===== config.mk =====
export PLATFORM = sky130hd
export DESIGN_NAME = mc_control
export DESIGN_NICKNAME = d
export VERILOG_FILES = /design/src/rtl/mc_control_pkg.sv /design/src/rtl/mc_decode.sv /design/src/rtl/mc_control.sv
export SDC_FILE = /design/constraint.sdc
export NUM_CORES = 1
export LEC_CHECK = 0
export ABC_AREA = 1
export CAP_MARGIN = 20
export CORE_ASPECT_RATIO = 1.5
export CORE_MARGIN = 2
export CORE_UTILIZATION = 36
export CTS_CLUSTER_DIAMETER = 30
export CTS_CLUSTER_SIZE = 25
export DETAILED_ROUTE_END_ITERATION = 16
export GPL_TIMING_DRIVEN = 1
export SYNTH_ARGS = -nofsm -noshare
export SYNTH_HDL_FRONTEND = slang
export SYNTH_SLANG_ARGS = --single-unit

===== constraint.sdc =====
create_clock -name clk -period 2.15 [get_ports clk]
set_clock_uncertainty 0.1 [all_clocks]
set_input_delay 0.43 -clock clk [delete_from_list [all_inputs] [get_ports clk]]
set_output_delay 0.43 -clock clk [all_outputs]
set_load 0.02 [all_outputs]

===== src/rtl/mc_control_pkg.sv =====
// rtl/mc_control_pkg.sv - state encodings and RV32 opcode/funct constants for mc_control
package mc_control_pkg;

    typedef enum logic [2:0] {
        ST_IDLE   = 3'd0,
        ST_FETCH  = 3'd1,
        ST_DECODE = 3'd2,
        ST_EXEC   = 3'd3,
        ST_MEM    = 3'd4,
        ST_WB     = 3'd5,
        ST_TRAP   = 3'd6
    } state_t;

    localparam logic [6:0] OPC_LUI    = 7'b0110111;
    localparam logic [6:0] OPC_AUIPC  = 7'b0010111;
    localparam logic [6:0] OPC_JAL    = 7'b1101111;
    localparam logic [6:0] OPC_JALR   = 7'b1100111;
    localparam logic [6:0] OPC_BRANCH = 7'b1100011;
    localparam logic [6:0] OPC_LOAD   = 7'b0000011;
    localparam logic [6:0] OPC_STORE  = 7'b0100011;
    localparam logic [6:0] OPC_OP_IMM = 7'b0010011;
    localparam logic [6:0] OPC_OP     = 7'b0110011;

    localparam logic [2:0] F3_BEQ     = 3'b000;
    localparam logic [2:0] F3_BNE     = 3'b001;
    localparam logic [2:0] F3_BLT     = 3'b100;
    localparam logic [2:0] F3_BGE     = 3'b101;
    localparam logic [2:0] F3_WORD    = 3'b010;
    localparam logic [2:0] F3_ADD_SUB = 3'b000;

    localparam logic [6:0] F7_SUB     = 7'b0100000;

endpackage


===== src/rtl/mc_decode.sv =====
// rtl/mc_decode.sv - combinational instruction classifier for the mc_control FSM
module mc_decode
    import mc_control_pkg::*;
(
    input  logic [31:0] ir,
    output logic        is_lw,
    output logic        is_sw,
    output logic        is_branch,
    output logic        is_jump,
    output logic        is_sub,
    output logic        reg_write,
    output logic        illegal
);

    logic [6:0] opcode;
    logic [2:0] funct3;
    logic [6:0] funct7;
    logic [4:0] rd;
    logic       writes_rd;
    logic       unused_bits;

    assign opcode      = ir[6:0];
    assign rd          = ir[11:7];
    assign funct3      = ir[14:12];
    assign funct7      = ir[31:25];
    assign unused_bits = ^ir[24:15];

    always_comb begin
        is_lw     = 1'b0;
        is_sw     = 1'b0;
        is_branch = 1'b0;
        is_jump   = 1'b0;
        is_sub    = 1'b0;
        writes_rd = 1'b0;
        illegal   = 1'b1;
        case (opcode)
            OPC_LUI, OPC_AUIPC, OPC_OP_IMM: begin
                writes_rd = 1'b1;
                illegal   = 1'b0;
            end
            OPC_OP: begin
                writes_rd = 1'b1;
                illegal   = 1'b0;
                is_sub    = (funct7 == F7_SUB) && (funct3 == F3_ADD_SUB);
            end
            OPC_JAL, OPC_JALR: begin
                is_jump   = 1'b1;
                writes_rd = 1'b1;
                illegal   = 1'b0;
            end
            OPC_BRANCH: begin
                if (funct3 == F3_BEQ || funct3 == F3_BNE ||
                    funct3 == F3_BLT || funct3 == F3_BGE) begin
                    is_branch = 1'b1;
                    illegal   = 1'b0;
                end
            end
            OPC_LOAD: begin
                if (funct3 == F3_WORD) begin
                    is_lw     = 1'b1;
                    writes_rd = 1'b1;
                    illegal   = 1'b0;
                end
            end
            OPC_STORE: begin
                if (funct3 == F3_WORD) begin
                    is_sw   = 1'b1;
                    illegal = 1'b0;
                end
            end
            default: ;
        endcase
    end

    // x0 is hardwired, so a write to it is simply dropped
    assign reg_write = writes_rd && (rd != 5'd0);

endmodule


===== src/rtl/mc_control.sv =====
// rtl/mc_control.sv - multi-cycle fetch/decode/exec/mem/wb control FSM with trap handling
module mc_control
    import mc_control_pkg::*;
#(
    parameter int TIMEOUT = 255,
    parameter int CNT_W   = 32
) (
    input  logic             clk,
    input  logic             rst_n,
    input  logic             run,
    input  logic [31:0]      instr_i,
    input  logic             imem_ack,
    input  logic             dmem_ack,
    input  logic             br_taken,
    input  logic             trap_clr,
    output logic             imem_req,
    output logic             dmem_req,
    output logic             dmem_we,
    output logic             ir_we,
    output logic             pc_we,
    output logic             wr_en,
    output logic             lw_en,
    output logic             sw_en,
    output logic             sub_en,
    output logic             offset_en,
    output logic             mux_sel,
    output logic [2:0]       state_o,
    output logic             illegal,
    output logic             timeout_err,
    output logic [CNT_W-1:0] instret
);

    localparam int                WAIT_W   = $clog2(TIMEOUT + 1);
    localparam logic [WAIT_W-1:0] WAIT_MAX = WAIT_W'(TIMEOUT);

    state_t             state;
    state_t             state_nxt;
    logic [31:0]        ir_q;
    logic [WAIT_W-1:0]  wait_cnt;
    logic               ctl_valid;
    logic               offset_q;
    logic               illegal_q;
    logic               timeout_q;
    logic [CNT_W-1:0]   instret_q;
    logic               retire;
    logic               wait_expired;
    logic               fetch_entry;
    logic               mem_entry;
    logic               trap_entry;

    logic dec_lw, dec_sw, dec_branch, dec_jump, dec_sub, dec_reg_write, dec_illegal;

    mc_decode u_decode (
        .ir        (ir_q),
        .is_lw     (dec_lw),
        .is_sw     (dec_sw),
        .is_branch (dec_branch),
        .is_jump   (dec_jump),
        .is_sub    (dec_sub),
        .reg_write (dec_reg_write),
        .illegal   (dec_illegal)
    );

    always_comb begin
        state_nxt    = state;
        imem_req     = 1'b0;
        dmem_req     = 1'b0;
        dmem_we      = 1'b0;
        ir_we        = 1'b0;
        pc_we        = 1'b0;
        wr_en        = 1'b0;
        retire       = 1'b0;
        wait_expired = 1'b0;
        case (state)
            ST_IDLE: begin
                if (run) state_nxt = ST_FETCH;
            end
            ST_FETCH: begin
                imem_req = 1'b1;
                if (imem_ack) begin
                    ir_we     = 1'b1;
                    state_nxt = ST_DECODE;
                end else if (wait_cnt == WAIT_MAX) begin
                    wait_expired = 1'b1;
                    state_nxt    = ST_TRAP;
                end
            end
            ST_DECODE: begin
                state_nxt = dec_illegal ? ST_TRAP : ST_EXEC;
            end
            ST_EXEC: begin
                state_nxt = (dec_lw || dec_sw) ? ST_MEM : ST_WB;
            end
            ST_MEM: begin
                dmem_req = 1'b1;
                dmem_we  = dec_sw;
                // ack on the cycle the counter hits its limit still completes
                if (dmem_ack) begin
                    if (dec_sw) begin
                        pc_we     = 1'b1;
                        retire    = 1'b1;
                        state_nxt = run ? ST_FETCH : ST_IDLE;
                    end else begin
                        state_nxt = ST_WB;
                    end
                end else if (wait_cnt == WAIT_MAX) begin
                    wait_expired = 1'b1;
                    state_nxt    = ST_TRAP;
                end
            end
            ST_WB: begin
                pc_we     = 1'b1;
                wr_en     = dec_reg_write;
                retire    = 1'b1;
                state_nxt = run ? ST_FETCH : ST_IDLE;
            end
            ST_TRAP: begin
                if (trap_clr) state_nxt = ST_IDLE;
            end
            default: state_nxt = ST_TRAP;
        endcase
    end

    assign fetch_entry = (state_nxt == ST_FETCH) && (state != ST_FETCH);
    assign mem_entry   = (state_nxt == ST_MEM)   && (state != ST_MEM);
    assign trap_entry  = (state_nxt == ST_TRAP)  && (state != ST_TRAP);

    always_ff @(posedge clk or negedge rst_n) begin
        if (!rst_n) begin
            state     <= ST_IDLE;
            ir_q      <= 32'd0;
            wait_cnt  <= '0;
            ctl_valid <= 1'b0;
            offset_q  <= 1'b0;
            illegal_q <= 1'b0;
            timeout_q <= 1'b0;
            instret_q <= '0;
        end else begin
            state <= state_nxt;
            if (ir_we) ir_q <= instr_i;

            if (fetch_entry || mem_entry) begin
                wait_cnt <= '0;
            end else if ((state == ST_FETCH && !imem_ack) || (state == ST_MEM && !dmem_ack)) begin
                wait_cnt <= wait_cnt + WAIT_W'(1);
            end

            // decoded controls become visible in DECODE and drop at the next fetch
            if (fetch_entry || trap_entry) begin
                ctl_valid <= 1'b0;
                offset_q  <= 1'b0;
            end else begin
                if (ir_we) ctl_valid <= 1'b1;
                if (state == ST_EXEC) offset_q <= dec_branch ? br_taken : dec_jump;
            end

            if (state == ST_TRAP && trap_clr) begin
                illegal_q <= 1'b0;
                timeout_q <= 1'b0;
            end else begin
                if (state == ST_DECODE && dec_illegal) illegal_q <= 1'b1;
                if (wait_expired) timeout_q <= 1'b1;
            end

            if (retire) instret_q <= instret_q + CNT_W'(1);
        end
    end

    assign lw_en       = ctl_valid && dec_lw;
    assign sw_en       = ctl_valid && dec_sw;
    assign sub_en      = ctl_valid && dec_sub;
    assign mux_sel     = ctl_valid && dec_jump;
    assign offset_en   = offset_q;
    assign state_o     = state;
    assign illegal     = illegal_q;
    assign timeout_err = timeout_q;
    assign instret     = instret_q;

endmodule

==> metrics.sh, run 1 <==
WL_PER_CELL_UM=13.8
BOUNDARYPINS=87
TIMING.CRITICAL_PATH.FANOUT_MAX=6
FINALHOLDVIOLATIONS=0
SYNTH_WARNINGS=0
SYNTH_ASYNC_SR_FLOP_SHARE_PCT=100
DIEAREA_UM2=11700
CTS.SINK_COUNT=69
GRT_MAX_DEGREE=70
CELL_WITH_THE_BIGGEST_INDIVIDUAL_DELAY_ON_THE_CRITICAL_PATH='sky130_fd_sc_hd__dfrtp_1'
IR_WORST_VDD_uV=432
SYNTH_TOP_FLOP_CELL='sky130_fd_sc_hd__dfrtp_1'
POWERDENSITY_nW_PER_UM2=1060
AREA_DELTA_SYNTH_FINAL_PCT=42.3
LEAKAGE_nW=2.62
SYNTH_SEQ_AREA_SHARE_PCT=44.2
ANT_NETS=0
CRITICAL_PATH_ARRIVAL_NS=1.58
PERIOD_SHARE_PCT=98.3
TOTAL_SETUP_VIOLATIONS_REPORTED_AT_THE_END_OF_THE_FLOW=0
NETLIST_TOP_CELLS_AREA='sky130_fd_sc_hd__dfrtp_1, sky130_fd_sc_hd__nand2_1, sky130_fd_sc_hd__nor2_1, sky130_fd_sc_hd__xor2_1, sky130_fd_sc_hd__inv_1'
WORST_EP_REQUIRED_TIME_NS=1.62
CTS_TREE='yes'
DIODES=0
YOSYS_REGISTER_BITS=69
RSZ0062_AT_GRT='true'
CORE_AREA_UM2=10600
HP-CLASS='in -> async'
DETAIL_ROUTE.DRC_VIOLATIONS=0
DP_HPWL_MM=8.67
CLKSLEWWORSTSETUPHOLDPATHS_NS=0.06
CLOCKROOTBUFFER='sky130_fd_sc_hd__clkbuf_16'
TIMING.MAX_SLEW.REL_SLACK_PCT=66.2
MULTI_INPUT_AREA_UM2=1940
TIMING.CRITICAL_PATH.CELLS='inv_2 -> nand2_2 -> nor2_4 -> buf_6 -> nand3_2 -> nor3_2 -> buf_4'
PLACE_WORST_SETUP_SLACK_NS=-0.141
INITIAL_UTILIZATION_PCT=36.9
FINAL_PERIOD_MINUS_WORST_SETUP_SLACK_NS=2.11
DIE_H_UM=132
TRITONCTS_BUFFERS=9
VIA_PER_INST=4.71
TIMING_WORST_SLEW_PIN_VALUE_NS=0.503
TIMING.SETUP.TNS_NS=0
FMAXACHIEVABLE_GHz=0.473
PNR_WORST_SETUP_SLACK_NS=0.0360
FIRST_GLOBAL_VIAS=3970
CP-START-KIND='register'
FLOORPLAN.ROWS=46
TIMING_WORST_SETUP_PATH_TYPE='reg -> out'
YOSYSTOPAREACELLSHARE_PCT=44.2
SYN_AREA_UM2=3910
FP.DIEW_UM=89.1
CTSLONGESTPATHBUFFERS=2
SYNTHDISTINCTLIBCELLS=29
PLACE.PORT_BUFFERS=76
ROUTE.VIAS.TOTAL=3820
FILLERINSTANCES=1086
MAX_CAP_VIOL_COUNT=0
LAYOUTNONFILLERINSTCOUNT=811
POST_SYNTH_INST_COUNT=538
DRT_PRE_ANTENNA_ITERS=4
REGAREA_UM2=1730
REPORT.FINAL.SLEW_VIOL_COUNT=0
DRT_WL_TOTAL_MM=11.2
DETAIL_ROUTE.ITER0.VIOLATIONS=190
WORST_SETUP_PATH_END_KIND='output pin'
GRT_USE_TOTAL_PCT=20.0
STATUS='completed'
SYN_AREA_PER_CELL_UM2=7.26
CTS_HTREE_LEVELS=3
GLOBALPLACE.CONGESTION=0.910
CRITICAL_PATH.MAX_STAGE_DELAY_NS=0.40
NUMBER_OF_SYNTHESIZED_FLOPS_WITH_AN_ENABLE_PIN=0
GLOBAL_ROUTE.OVERFLOW_TOTAL=0
GRT_ANTENNA_BEFORE_REPAIR=0
SYN_NETS=579
GRT_FIRST_PASS_WIRELENGTH_MM=18.2
FIN_NETS=703
CLOCK_LATENCY_OF_THE_LATER_CLOCKED_REGISTER_IN_THE_WORST_SKEW_PAIR_NS=0.32
NETLIST.TOP_CELL.BY_AREA='sky130_fd_sc_hd__dfrtp_1'
PLACED_CELLS_INCL_TAPS=792
DRIVE_ABOVE_1_SHARE_PCT=15.4
[power by group]
part           switching [mW]  internal [mW]
Clock                   0.524           1.23
Combinational            1.23           1.00
Sequential              0.304           1.62
Total                    2.06           3.85
[final timing paths]
path | depth (start not counted) | start | endpoint | slack [ns]
setup reg to reg | 9 | instret[0] | instret[28] | 0.22
max in group asynchronous | 2 | rst_n | instret[31] | 1.63
min in group clk | 2 | ir_q[29] | ir_q[29] | 0.38
setup / recovery | 7 | ir_q[3] | sub_en | 0.04
hold / removal | 2 | rst_n | ir_q[7] | 0.02
hold reg to reg | 2 | ir_q[29] | ir_q[29] | 0.38
[cell type report]
class / instances / share of cell area [%]
clock buffers: 13 / 4.86
clock inverters: 3 / 1.62
inverters: 66 / 4.46
multi-input cells: 393 / 34.8
flip-flops and latches: 69 / 31.1
well taps: 144 / 3.24
repair buffers: 123 / 19.9
[layout by cell type (no fill, tap or decap), types with 2 or more instances in the layout]
cell type / count
sky130_fd_sc_hd__nand2_1: 172
sky130_fd_sc_hd__dfrtp_1: 69
sky130_fd_sc_hd__nor2_1: 67
sky130_fd_sc_hd__clkdlybuf4s50_1: 65
sky130_fd_sc_hd__inv_1: 59
sky130_fd_sc_hd__buf_4: 45
sky130_fd_sc_hd__o21ai_0: 30
sky130_fd_sc_hd__xor2_1: 30
sky130_fd_sc_hd__nand3_1: 23
sky130_fd_sc_hd__nor3_1: 19
sky130_fd_sc_hd__nand4_1: 12
sky130_fd_sc_hd__clkbuf_16: 9
sky130_fd_sc_hd__inv_2: 7
sky130_fd_sc_hd__nand3_2: 5
sky130_fd_sc_hd__nor2_2: 5
sky130_fd_sc_hd__nand2_2: 5
sky130_fd_sc_hd__xnor2_1: 5
sky130_fd_sc_hd__buf_6: 5
sky130_fd_sc_hd__a21oi_1: 4
sky130_fd_sc_hd__nor3_2: 3
sky130_fd_sc_hd__bufinv_16: 3
sky130_fd_sc_hd__clkbuf_8: 3
sky130_fd_sc_hd__buf_2: 3
sky130_fd_sc_hd__nor2_4: 2
sky130_fd_sc_hd__nand2_4: 2
sky130_fd_sc_hd__ha_1: 2
sky130_fd_sc_hd__dlygate4sd2_1: 2
sky130_fd_sc_hd__clkbuf_2: 2
[critical path: cells and delay by family, from the launching register on]
kind,cells,cell delay (ns)
and+or+nand+nor,4,0.47
DFF,1,0.40
buffers and inverters,3,0.38
[flip-flops by register name (all words and copies together), names as in the netlist]
signal       cells
instret         32
ir_q            22
wait_cnt         8
state_o          3
ctl_valid        1
illegal          1
offset_en        1
timeout_err      1
[logic make-up after synthesis]
| logic type | share of synthesized area [%] |
|---|---|
| flip-flops | 44.2 |
| AO/OA/AOI/OAI | 4.58 |
| multiplexers | 0.256 |
| adder cells (fa/ha/maj) | 0.641 |
| buffers and inverters | 7.78 |
| XOR/XNOR | 7.85 |
| AND/OR/NAND/NOR | 34.7 |
[through the flow]
stage / cell area, µm² / util, % / power, mW / hold slack, ns
after detailed placement: 5130 / 48.4 / 4.07 / 0.366
final: 5560 / 52.5 / 5.91 / 0.0163
after global routing: 5560 / 52.5 / 6.31 / 0.0354
after global placement: 5130 / 48.4 / 4.04 / 0.364
after floorplan: 3910 / - / 3.04 / 0.0344
after CTS: 5470 / 51.6 / 5.85 / 0.0280
[cells in the mapped netlist (2+ instances only)]
cell and instances:
sky130_fd_sc_hd__nand2_1 174, sky130_fd_sc_hd__nor2_1 72, sky130_fd_sc_hd__dfrtp_1 69, sky130_fd_sc_hd__inv_1 65, sky130_fd_sc_hd__o21ai_0 30, sky130_fd_sc_hd__xor2_1 30
sky130_fd_sc_hd__nand3_1 26, sky130_fd_sc_hd__nor3_1 21, sky130_fd_sc_hd__nand4_1 12, sky130_fd_sc_hd__buf_2 6, sky130_fd_sc_hd__xnor2_1 5, sky130_fd_sc_hd__a21oi_1 4
sky130_fd_sc_hd__nand2_2 3, sky130_fd_sc_hd__clkbuf_1 2, sky130_fd_sc_hd__ha_1 2, sky130_fd_sc_hd__nand2_4 2, sky130_fd_sc_hd__nand3_2 2, sky130_fd_sc_hd__nor4_1 2
[routing by layer]
layer / up-vias / global-route usage (%) / part of all wire (%)
li1: 1925 / - / -
met1: 1758 / 22.9 / 41
met2: 103 / 33.7 / 50
met3: 34 / 3.89 / 4.4
met4: 0 / 11.5 / 5.1
met5: - / 0 / 0
[repair_timing]
item / 4_1_cts / 5_1_grt
hold buffers: 0 / 0
buffers inserted: 0 / 3
endpoints found under the setup margin: 10 / 16
pin swaps: 0 / 11
resized for setup: 32 / 32
endpoints found under the hold margin: 0 / 0
No activity file was read; power rests on OpenSTA's default activity.
==> run 2, diff against run 1 <==
--- a/config.mk
+++ b/config.mk
@@ -13,6 +13,7 @@
 export CTS_CLUSTER_DIAMETER = 30
 export CTS_CLUSTER_SIZE = 25
 export DETAILED_ROUTE_END_ITERATION = 16
+export DONT_BUFFER_PORTS = 1
 export GPL_TIMING_DRIVEN = 1
 export SYNTH_ARGS = -nofsm -noshare
 export SYNTH_HDL_FRONTEND = slang
==> run 2 against run 1 <==
Compared with the run above:
- the flow now finishes with violations (setup timing)
- wire length shrank 2.4%
- die area is the same
- critical path type unchanged
- worst setup slack lost 0.11 ns
- cell area shrank 11%
- power shrank 7.5%
- final cell count shrank 9.2%
==> metrics.sh, run 2 (synthesized netlist as in run 1, its figures left out) <==
INITIAL_UTILIZATION_PCT=36.9  # unchanged
FIRST_GLOBAL_VIAS=3458  # was 3,970
CLOCK_LATENCY_OF_THE_LATER_CLOCKED_REGISTER_IN_THE_WORST_SKEW_PAIR_NS=0.33  # was 0.32 ns
TRITONCTS_BUFFERS=9  # unchanged
WL_PER_CELL_UM=14.9  # was 13.8 µm
CLKSLEWWORSTSETUPHOLDPATHS_NS=0.06  # about the same
TIMING.CRITICAL_PATH.FANOUT_MAX=6  # unchanged
DIODES=0  # unchanged
MOSTFREQUENTLAYOUTCELLS='sky130_fd_sc_hd__nand2_1, sky130_fd_sc_hd__dfrtp_1, sky130_fd_sc_hd__nor2_1'  # unchanged
DETAIL_ROUTE.DRC_VIOLATIONS=0  # unchanged
FIN_NETS=628  # was 703
TIMING.SETUP.TNS_NS=-0.0743  # was 0 ns
DIEAREA_UM2=11700  # unchanged
WORST_SETUP_PATH_END_KIND='output pin'  # unchanged
WORST_EP_REQUIRED_TIME_NS=1.62  # about the same
CTS.SINK_COUNT=69  # unchanged
CTSLONGESTPATHBUFFERS=2  # unchanged
GLOBAL_ROUTE.OVERFLOW_TOTAL=0  # unchanged
ROUTE.VIAS.TOTAL=3566  # was 3,820
DP_HPWL_MM=7.86  # was 8.67 mm
GLOBALPLACE.CONGESTION=0.929  # was 0.910
CTS_TREE='yes'  # unchanged
TIMING_WORST_SLEW_PIN_VALUE_NS=0.492  # was 0.503 ns
FLOORPLAN.ROWS=46  # unchanged
CRITICAL_PATH_ARRIVAL_NS=1.69  # was 1.58 ns
PNR_WORST_SETUP_SLACK_NS=-0.0743  # was 0.0360 ns
GRT_UTIL_MET3_PCT=6.66  # was 3.89%
PERIOD_SHARE_PCT=103  # was 98.3%
DRT_WL_TOTAL_MM=10.9  # was 11.2 mm
USE_MET1_PCT=17.8  # was 22.9%
MOST_COMMON_CELL_AFTER_LAYOUT_FILL_AND_TAPS_ASIDE='sky130_fd_sc_hd__nand2_1'  # unchanged
GRT_ANTENNA_BEFORE_REPAIR=0  # unchanged
FINAL_PERIOD_MINUS_WORST_SETUP_SLACK_NS=2.22  # was 2.11 ns
FAILED_CHECKS='setup timing'
FMAXACHIEVABLE_GHz=0.450  # was 0.473 GHz
ANT_NETS=0  # unchanged
TIMING.MAX_SLEW.REL_SLACK_PCT=66.9  # was 66.2%
VIA_PER_INST=4.85  # was 4.71
GRT_USE_TOTAL_PCT=18.5  # was 20.0%
DIE_H_UM=132  # unchanged
LAYOUTNONFILLERINSTCOUNT=736  # was 811
BOUNDARYPINS=87  # unchanged
RSZ0062_AT_GRT='true'  # unchanged
POWERDENSITY_nW_PER_UM2=1110  # was 1060 nW/µm²
HP-CLASS='in -> reg'  # was in -> async
TOTAL_SETUP_VIOLATIONS_REPORTED_AT_THE_END_OF_THE_FLOW=1  # was 0
LEAKAGE_nW=2.32  # was 2.62 nW
GRT-BUSIEST-LAYER='met2'  # unchanged
DRIVE_ABOVE_1_SHARE_PCT=18.1  # was 15.4%
PLACED_CELLS_INCL_TAPS=701  # was 792
TIMING_WORST_SETUP_PATH_TYPE='reg -> out'  # unchanged
CORE_AREA_UM2=10600  # unchanged
GRT_FIRST_PASS_WIRELENGTH_MM=16.5  # was 18.2 mm
CLOCKROOTBUFFER='sky130_fd_sc_hd__clkbuf_16'  # unchanged
MAX_CAP_VIOL_COUNT=0  # unchanged
IR_WORST_VDD_uV=417  # was 432 µV
PLACE.PORT_BUFFERS=0  # was 76
AREA_DELTA_SYNTH_FINAL_PCT=26.2  # was 42.3%
GRT_UTIL_MET2_PCT=34.9  # was 33.7%
PLACE_WORST_SETUP_SLACK_NS=0.176  # was -0.141 ns
CP-START-KIND='register'  # unchanged
STATUS='finished, violations left'  # was completed
GRT_MAX_DEGREE=70  # unchanged
FP.DIEW_UM=89.1  # unchanged
NUMBER_OF_FLIP_FLOPS_IN_THE_LARGEST_REGISTER=32  # unchanged
DETAIL_ROUTE.ITER0.VIOLATIONS=117  # was 190
TOTALPOWERFINAL_mW=5.47  # was 5.91 mW
CTS_HTREE_LEVELS=3  # unchanged
FINALHOLDVIOLATIONS=0  # unchanged
FINAL.HOLD.WORST_SLACK_NS=0.105  # was 0.0163 ns
REPORT.FINAL.SLEW_VIOL_COUNT=0  # unchanged
DRT_PRE_ANTENNA_ITERS=4  # unchanged
run 2: cell count changes in the layout (fill, tap and decap cells not counted), moves of 4 or more:
cell,previous run,this run
sky130_fd_sc_hd__clkdlybuf4s50_1,65,0
sky130_fd_sc_hd__buf_4,45,41
sky130_fd_sc_hd__buf_6,5,1
sky130_fd_sc_hd__clkinvlp_4,0,4
sky130_fd_sc_hd__nand2_1,172,168
sky130_fd_sc_hd__nor2_1,67,63
run 2: per-layer routing:
layer	vias up	share of wire, %
met5	-	0
met4	0	2.3
met3	19	7.7
met2	108	54
met1	1659	36
li1	1780	-
run 2: timing repair:
action | CTS | global route
buffers inserted | 3 | 11
resized for setup | 9 | 34
pin swaps | 2 | 10
setup endpoints to repair | 4 | 7
hold endpoints to repair | 69 | 69
gates cloned | 1 | 2
run 2: final timing paths:
check / startpoint / endpoint / slack, ns / cells past startpoint
setup / recovery: ir_q[5] / wr_en / -0.07 / 4
hold / removal: instr_i[0] / ir_q[0] / 0.10 / 2
setup reg to reg: state_o[0] / instret[14] / 0.16 / 7
hold reg to reg: ir_q[9] / ir_q[9] / 0.38 / 2
max in group asynchronous: rst_n / state_o[2] / 1.08 / 2
min in group asynchronous: rst_n / ir_q[0] / 0.54 / 2
run 2: where the power goes:
| group | internal, mW | leakage, nW | switching [mW] |
|---|---|---|---|
| combinational | 0.775 | 1.29 | 1.19 |
| clock | 0.901 | 0.138 | 0.589 |
| sequential | 1.63 | 0.900 | 0.384 |
run 2: per-stage QoR:
step / instance area (µm²) / util, %
floorplan: 3910 / -
global placement: 4260 / 40.2
detailed placement: 4260 / 40.2
CTS: 4650 / 43.9
global route: 4930 / 46.5
finish: 4930 / 46.5
run 2: layout make-up:
| type | count | area [µm²] |
|---|---|---|
| clock buffers | 9 | 225 |
| clock inverters | 7 | 75.1 |
| fillers | 1077 | 5660 |
| inverters | 66 | 256 |
| multi-input cells | 393 | 2000 |
| flip-flops and latches | 69 | 1730 |
| well taps | 144 | 180 |
| repair buffers | 48 | 459 |
run 2: critical path, cell delays in order, from the launching register on:
cell and delay, ns:
sky130_fd_sc_hd__dfrtp_1 0.45, sky130_fd_sc_hd__nor3_1 0.34, sky130_fd_sc_hd__nand3_2 0.13, sky130_fd_sc_hd__a221oi_2 0.26, sky130_fd_sc_hd__buf_4 0.18
